--- config.mk ---
export PLATFORM = sky130hd
export DESIGN_NAME = dm_port_arbiter
export DESIGN_NICKNAME = d
export VERILOG_FILES = /design/src/rtl/dm_port_arbiter.sv
export SDC_FILE = /design/constraint.sdc
export NUM_CORES = 1
export LEC_CHECK = 0
export ABC_AREA = 0
export CAP_MARGIN = 40
export CORE_MARGIN = 2
export CORE_UTILIZATION = 21
export CTS_CLUSTER_DIAMETER = 150
export DETAILED_ROUTE_END_ITERATION = 6
export PLACE_DENSITY_LB_ADDON = 0.2
export SYNTH_ARGS = -nofsm -noshare
export SYNTH_HDL_FRONTEND = slang
export SYNTH_SLANG_ARGS = --single-unit
--- constraint.sdc ---
create_clock -name clk -period 2.25 [get_ports clk]
set_clock_uncertainty 0.2 [all_clocks]
set_input_delay 0.45 -clock clk [delete_from_list [all_inputs] [get_ports clk]]
set_output_delay 0.45 -clock clk [all_outputs]
set_load 0.02 [all_outputs]
--- src/rtl/dm_port_arbiter.sv ---
// Data-memory port arbiter: core has fixed priority, debug is forced in after MAX_HOLD
// consecutive contested core grants. Read data (1-cycle latency) is routed to its issuer.
module dm_port_arbiter #(
   parameter int ADDR_W   = 16,
   parameter int DATA_W   = 16,
   parameter int MAX_HOLD = 4,
   parameter int CNT_W    = 3
) (
   input  logic              clk,
   input  logic              rstn,
   input  logic              c_req,
   input  logic              c_we,
   input  logic [ADDR_W-1:0] c_addr,
   input  logic [DATA_W-1:0] c_wdata,
   output logic              c_gnt,
   output logic              c_rvalid,
   output logic [DATA_W-1:0] c_rdata,
   output logic              core_stall,
   input  logic              d_req,
   input  logic              d_we,
   input  logic [ADDR_W-1:0] d_addr,
   input  logic [DATA_W-1:0] d_wdata,
   output logic              d_gnt,
   output logic              d_rvalid,
   output logic [DATA_W-1:0] d_rdata,
   output logic              m_en,
   output logic              m_we,
   output logic [ADDR_W-1:0] m_addr,
   output logic [DATA_W-1:0] m_wdata,
   input  logic [DATA_W-1:0] m_rdata
);

   typedef enum logic [1:0] {IDLE, CORE, DBG} owner_t;

   owner_t           last_owner, owner_nxt;
   logic [CNT_W-1:0] hold_cnt, hold_nxt;
   logic             rd_pend, rd_pend_nxt;
   logic             hold_full;

   always_ff @(posedge clk) begin
      if (rstn) begin
         last_owner <= IDLE;
         hold_cnt   <= '0;
         rd_pend    <= 1'b0;
      end else begin
         last_owner <= owner_nxt;
         hold_cnt   <= hold_nxt;
         rd_pend    <= rd_pend_nxt;
      end
   end

   always_comb begin
      hold_full   = (hold_cnt == CNT_W'(MAX_HOLD));
      c_gnt       = 1'b0;
      d_gnt       = 1'b0;
      if (!rstn) begin
         c_gnt = c_req & (~d_req | ~hold_full);
         d_gnt = d_req & ~c_gnt;
      end
      core_stall  = c_req & ~c_gnt;

      m_en        = c_gnt | d_gnt;
      m_we        = 1'b0;
      m_addr      = '0;
      m_wdata     = '0;
      if (c_gnt) begin
         m_we    = c_we;
         m_addr  = c_addr;
         m_wdata = c_wdata;
      end else if (d_gnt) begin
         m_we    = d_we;
         m_addr  = d_addr;
         m_wdata = d_wdata;
      end

      owner_nxt   = IDLE;
      if (c_gnt)      owner_nxt = CORE;
      else if (d_gnt) owner_nxt = DBG;

      // Count only contested core wins; any debug win or idle core restarts the window.
      hold_nxt    = hold_cnt;
      if (d_gnt || !c_req)                    hold_nxt = '0;
      else if (c_gnt && d_req && !hold_full)  hold_nxt = hold_cnt + CNT_W'(1);

      rd_pend_nxt = m_en & ~m_we;
   end

   // last_owner doubles as the read tag: it names the issuer of last cycle's access.
   always_comb begin
      c_rvalid = ~rstn & rd_pend & (last_owner == CORE);
      d_rvalid = ~rstn & rd_pend & (last_owner == DBG);
      c_rdata  = c_rvalid ? m_rdata : '0;
      d_rdata  = d_rvalid ? m_rdata : '0;
   end

endmodule

Word-level counts from Yosys, hierarchy flattened --
Cells that the tools add are included.
Storage, ports and cells: register bits 6, input bits 86, output and inout port bits 71, logic and storage cells 42
Cells by class: add/sub/neg operators 1, eq/ne operators 3, muxes and demuxes 12, bitwise gates (word level) 15, reduce and logical (&&, ||, !) cells 7
Operators by type and width (count):
- 16-bit two-way mux | 6
- 1-bit AND | 7
- 1-bit NOT | 6
- 1-bit two-way mux | 5
- 2-bit OR reduction | 2
- 3-bit by 1-bit adder with 3-bit output (second input constant) | 1
- 3-bit == test (second input constant) | 1
- 2-bit by 1-bit == test with 1-bit output (second input constant) | 1
- 2-bit == test (second input constant) | 1
- 1-bit logical AND | 2
- 1-bit zero test | 2
- 2-bit two-way mux | 1
- 1-bit bitwise OR | 2
- 1-bit logical OR | 1

Logic depth before layout (Yosys ltp) --
depth in word-level cells 11, gate-level depth with buffers 7, gate-level depth less buffers 6

Least setup slack after synthesis --
Ideal clock, no wire load.
path type flip-flop to output port, start point register hold_cnt[0], end point output m_addr[0], arrival time 1357 ps, data required time 1600 ps, path slack 243 ps, cell stages (with the launch flop) 7, buffers on the path 1, cells stage by stage dfxtp_1 -> inv_1 -> ha_1 -> nand2_1 -> a21oi_4 -> buf_6 -> a22o_1
On the way: longest elaborated chain between the ends 9, elaborated cells between the ends (all ways) 10, classes of those cells 1 x eq/ne; 4 x mux; 5 x bitwise
RTL lines:
- start, declared | RTL line 36 | logic [CNT_W-1:0] hold_cnt, hold_nxt;
- start signal, assigned | RTL line 47 | hold_cnt <= hold_nxt;
- 3-bit == test | RTL line 53 | hold_full = (hold_cnt == CNT_W'(MAX_HOLD));
- 1-bit NOT | RTL line 57 | c_gnt = c_req & (~d_req | ~hold_full);
- 1-bit bitwise OR | RTL line 57
- 1-bit AND | RTL line 57
- 1-bit NOT | RTL line 58 | d_gnt = d_req & ~c_gnt;
- 1-bit AND | RTL line 58
- 1-bit two-way mux | RTL line 56 | if (!rstn) begin
- net d_gnt | RTL line 23 | output logic d_gnt,
- 16-bit two-way mux | RTL line 70 | end else if (d_gnt) begin
- 16-bit two-way mux | RTL line 66 | if (c_gnt) begin
- end, declared | RTL line 28 | output logic [ADDR_W-1:0] m_addr,
The timed path passes the listed nets, and every way through them passes these cells.

Worst setup path after layout --
start point register hold_cnt[0], end point output m_wdata[3]
On the way: longest elaborated chain between the ends 9, elaborated cells between the ends (all ways) 10, classes of those cells 1 x eq/ne; 4 x mux; 5 x bitwise
RTL lines:
- 3-bit == test (*) | RTL line 53
- 1-bit NOT (*) | RTL line 57
- 1-bit bitwise OR (*) | RTL line 57
- 1-bit AND (*) | RTL line 57
- 1-bit NOT | RTL line 58
- 1-bit AND | RTL line 58
- 1-bit two-way mux | RTL line 56
- 16-bit two-way mux | RTL line 70
- 16-bit two-way mux (*) | RTL line 66
- end, declared | RTL line 29 | output logic [DATA_W-1:0] m_wdata,
Every way passes the cells marked *; elsewhere a longest branch is shown, timed or not.

==> run_results.csv <==
group,metric,value,unit
die,design.portCount,157,
synthesis,synthCells,107,
synthesis,syn-num-nets,195,
global_routing,grt_max_degree,19,
synthesis,synth_top_area_share,30.73,%
route,routed_via_density,4.606,
die,dieArea,4887,sq um
cells_and_area,final_util,62.98,%
critical_path,startpoint_type,"flop",
critical_path,crit_fanout,18,
run_status,status,"completed",
global_routing,grt_pass1_wl,7134,microns
critical_path,path_class,"reg2out",
synthesis,synth_area_per_cell,8.525,sq um
route,ant_nets,0,
critical_path,arrival,1.56,ns
timing,tightest_slew,0.2617,ns
route,drt_iter0_drc,43,
global_routing,grt_pass1_vias,1470,
global_routing,antenna_found_initial,0,
clocking,htreeDepth,1,
timing,finalSetupViolations,0,
route,wl_per_cell,13.98,microns
synthesis,syn-cell-area,912.1,sq um
timing,finalCriticalPeriod,2.206,ns
timing,fmax,0.4533,GHz
clocking,ctsHoldBuffers,0,
timing,whs,0.3698,ns
power,ir_worst_vdd,0.0002511,V
die,fp.coreArea,4086,sq um
global_routing,grt_overflow,0,
timing,timing.slew.headroom,82.52,%
placement,portBuffers,156,
synthesis,yosysWarnings,0,
route,vias,1506,
clocking,cts_tree,"built",
synthesis,synth_top_cell_by_area,"a22o_1",
power,power_leakage,1.243,nW
critical_path,worst_ep_required_time,1.60,ns
timing,rsz0062_at_grt,"true",
global_routing,grtUsageTotal,17.86,%
placement,gp_congestion,0.7200,
timing,timing_hold_violations_final,0,
cells_and_area,synthToLayoutAreaGrowth,182.2,%
timing,period_share,98.05,%
cells_and_area,antenna_cells,0,
synthesis,synth_area_leaders,"a22o_1 (31%), and2_1 (23%), dfxtp_1 (13%), buf_6 (7.4%), and4bb_1 (2.7%)",
synthesis,synth-seq-cells,6,
power,total_power,0.6866,mW
hold_path,hold_path.class,"reg2reg",
critical_path,worst_setup_path_end_kind,"primary output",
clocking,clockRootBuffer,"clkbuf_8",
die,dieWidth,69.91,microns
route,drc,0,
clocking,cts_buffer_depth,2,
die,die_h,69.91,microns
power,powerDensity,266.8,nW/um^2
clocking,cts_buffers,3,
synthesis,seq_area_frac_synth,13.17,%
cells_and_area,drive_gt1_share,37.55,%
clocking,clkTransAtPathRegs,0.04,ns
die,initial_core_util,22.32,%
cells_and_area,nNetsFinal,367,
synthesis,netlist-cell-type-count,24,
run,timing.max_cap.violations,0,
clocking,clock_sinks,6,
placement,hpwl,3682,microns
die,num_rows,23,
timing,drv_slew,0,
route,drt-total-wl,4573,microns
route,firstDrtPassIters,4,
clocking,clock_latency,0.23,ns
==> cells in the mapped netlist <==
library cell / number
a21boi_1: 1
dfxtp_1: 6
nand3b_4: 1
nand2b_1: 1
inv_1: 4
ha_1: 2
and4b_1: 1
and2_1: 33
mux2i_1: 1
buf_6: 6
a22o_1: 32
inv_4: 1
a22o_4: 1
nand2_1: 2
nand3_2: 1
a21oi_1: 2
o21bai_1: 1
nor3_1: 1
and4bb_1: 2
buf_2: 2
a221oi_1: 1
xnor2_1: 1
nor2_1: 3
a21oi_4: 1
==> worst paths after layout <==
path / startpoint / endpoint / slack (ns) / cells after the start
worst min register to register: hold_cnt[2]$_SDFFE_PP0P_ / last_owner[1]$_SDFF_PP0_ / 0.37 / 2
worst max register to register: hold_cnt[1]$_SDFFE_PP0P_ / hold_cnt[1]$_SDFFE_PP0P_ / 0.73 / 6
worst max-delay path: hold_cnt[0]$_SDFFE_PP0P_ / m_wdata[3] / 0.04 / 8
worst min-delay path: hold_cnt[2]$_SDFFE_PP0P_ / last_owner[1]$_SDFF_PP0_ / 0.37 / 2
==> stage by stage <==
| step | worst slack [ns] | TNS [ns] | instances | instance area (sq um) |
|---|---|---|---|---|
| global placement | -0.6926 | -46.30 | 320 | 2634 |
| detailed placement | -0.7092 | -46.50 | 320 | 2634 |
| CTS | 0.0003577 | 0 | 327 | 2484 |
| global route | -0.01567 | -0.1324 | 327 | 2574 |
| floorplan | 0.2429 | 0 | 107 | 912.1 |
| finish | 0.04387 | 0 | 327 | 2574 |
==> placed cells by master (no fill, tap or decap), types with 2 or more instances in the layout <==
cell             count
a22o_1              32
buf_2               28
inv_1                2
inv_2                2
and4bb_1             2
clkdlybuf4s15_2      4
buf_4               35
and2_1              33
buf_12               4
a21oi_1              2
dfxtp_1              5
buf_6               17
clkdlybuf4s50_1     82
clkbuf_8             3
nor2_1               3
dlygate4sd2_1        3
==> critical path, cell delays in order (launching register included) <==
cell and delay (ns):
dfxtp_2 0.32, inv_2 0.06, ha_4 0.17, nand3_4 0.09, nand3b_4 0.11, inv_4 0.05, buf_12 0.14, a22o_1 0.23
buf_2 0.16
==> cell type report <==
class	count	area, sq um
multi-input combinational	88	728.2
inverter	5	21.27
tap	50	62.56
fill	383	1513
clock buffer	3	41.29
timing repair buffer	175	1599
sequential	6	121.4
==> registers in the layout (all words and copies together), names as in the netlist <==
| register | flops |
|---|---|
| hold_cnt | 3 |
| last_owner | 2 |
| rd_pend | 1 |
==> where the power goes <==
group | internal (mW) | leakage (nW) | switching [mW]
sequential | 0.112 | 0.0497 | 0.00191
clock | 0.115 | 0.0216 | 0.0500
combinational | 0.254 | 1.17 | 0.154
==> metal layers <==
| metal | track usage [%] | share of wire (%) | up-vias |
|---|---|---|---|
| li1 | - | - | 740 |
| met1 | 20.82 | 41 | 654 |
| met2 | 32.38 | 49 | 105 |
| met3 | 4.185 | 9.8 | 7 |
| met4 | 4.915 | 1.0 | 0 |
| met5 | 0 | 0 | - |
==> logic make-up (layout without fill, tap and decap cells) <==
logic type | Yosys count | in the layout | synth area share [%]
AOI/OAI and AO/OA | 39 | 39 | 38.14
buffers and inverters | 13 | 183 | 10.84
and+or+nand+nor | 45 | 45 | 33.06
muxes | 1 | 1 | 1.097
DFF | 6 | 6 | 13.17
adders and majority gates | 2 | 2 | 2.743
xor gates and xnor gates | 1 | 1 | 0.9604
==> repair_timing <==
item | in CTS | in global routing
pin swaps | 2 | 6
endpoints found under the setup margin | 71 | 70
gates cloned | 2 | 0
setup buffers | 2 | 2
gates resized for setup | 296 | 52
Note: power is estimated with default switching activity, not from simulation.
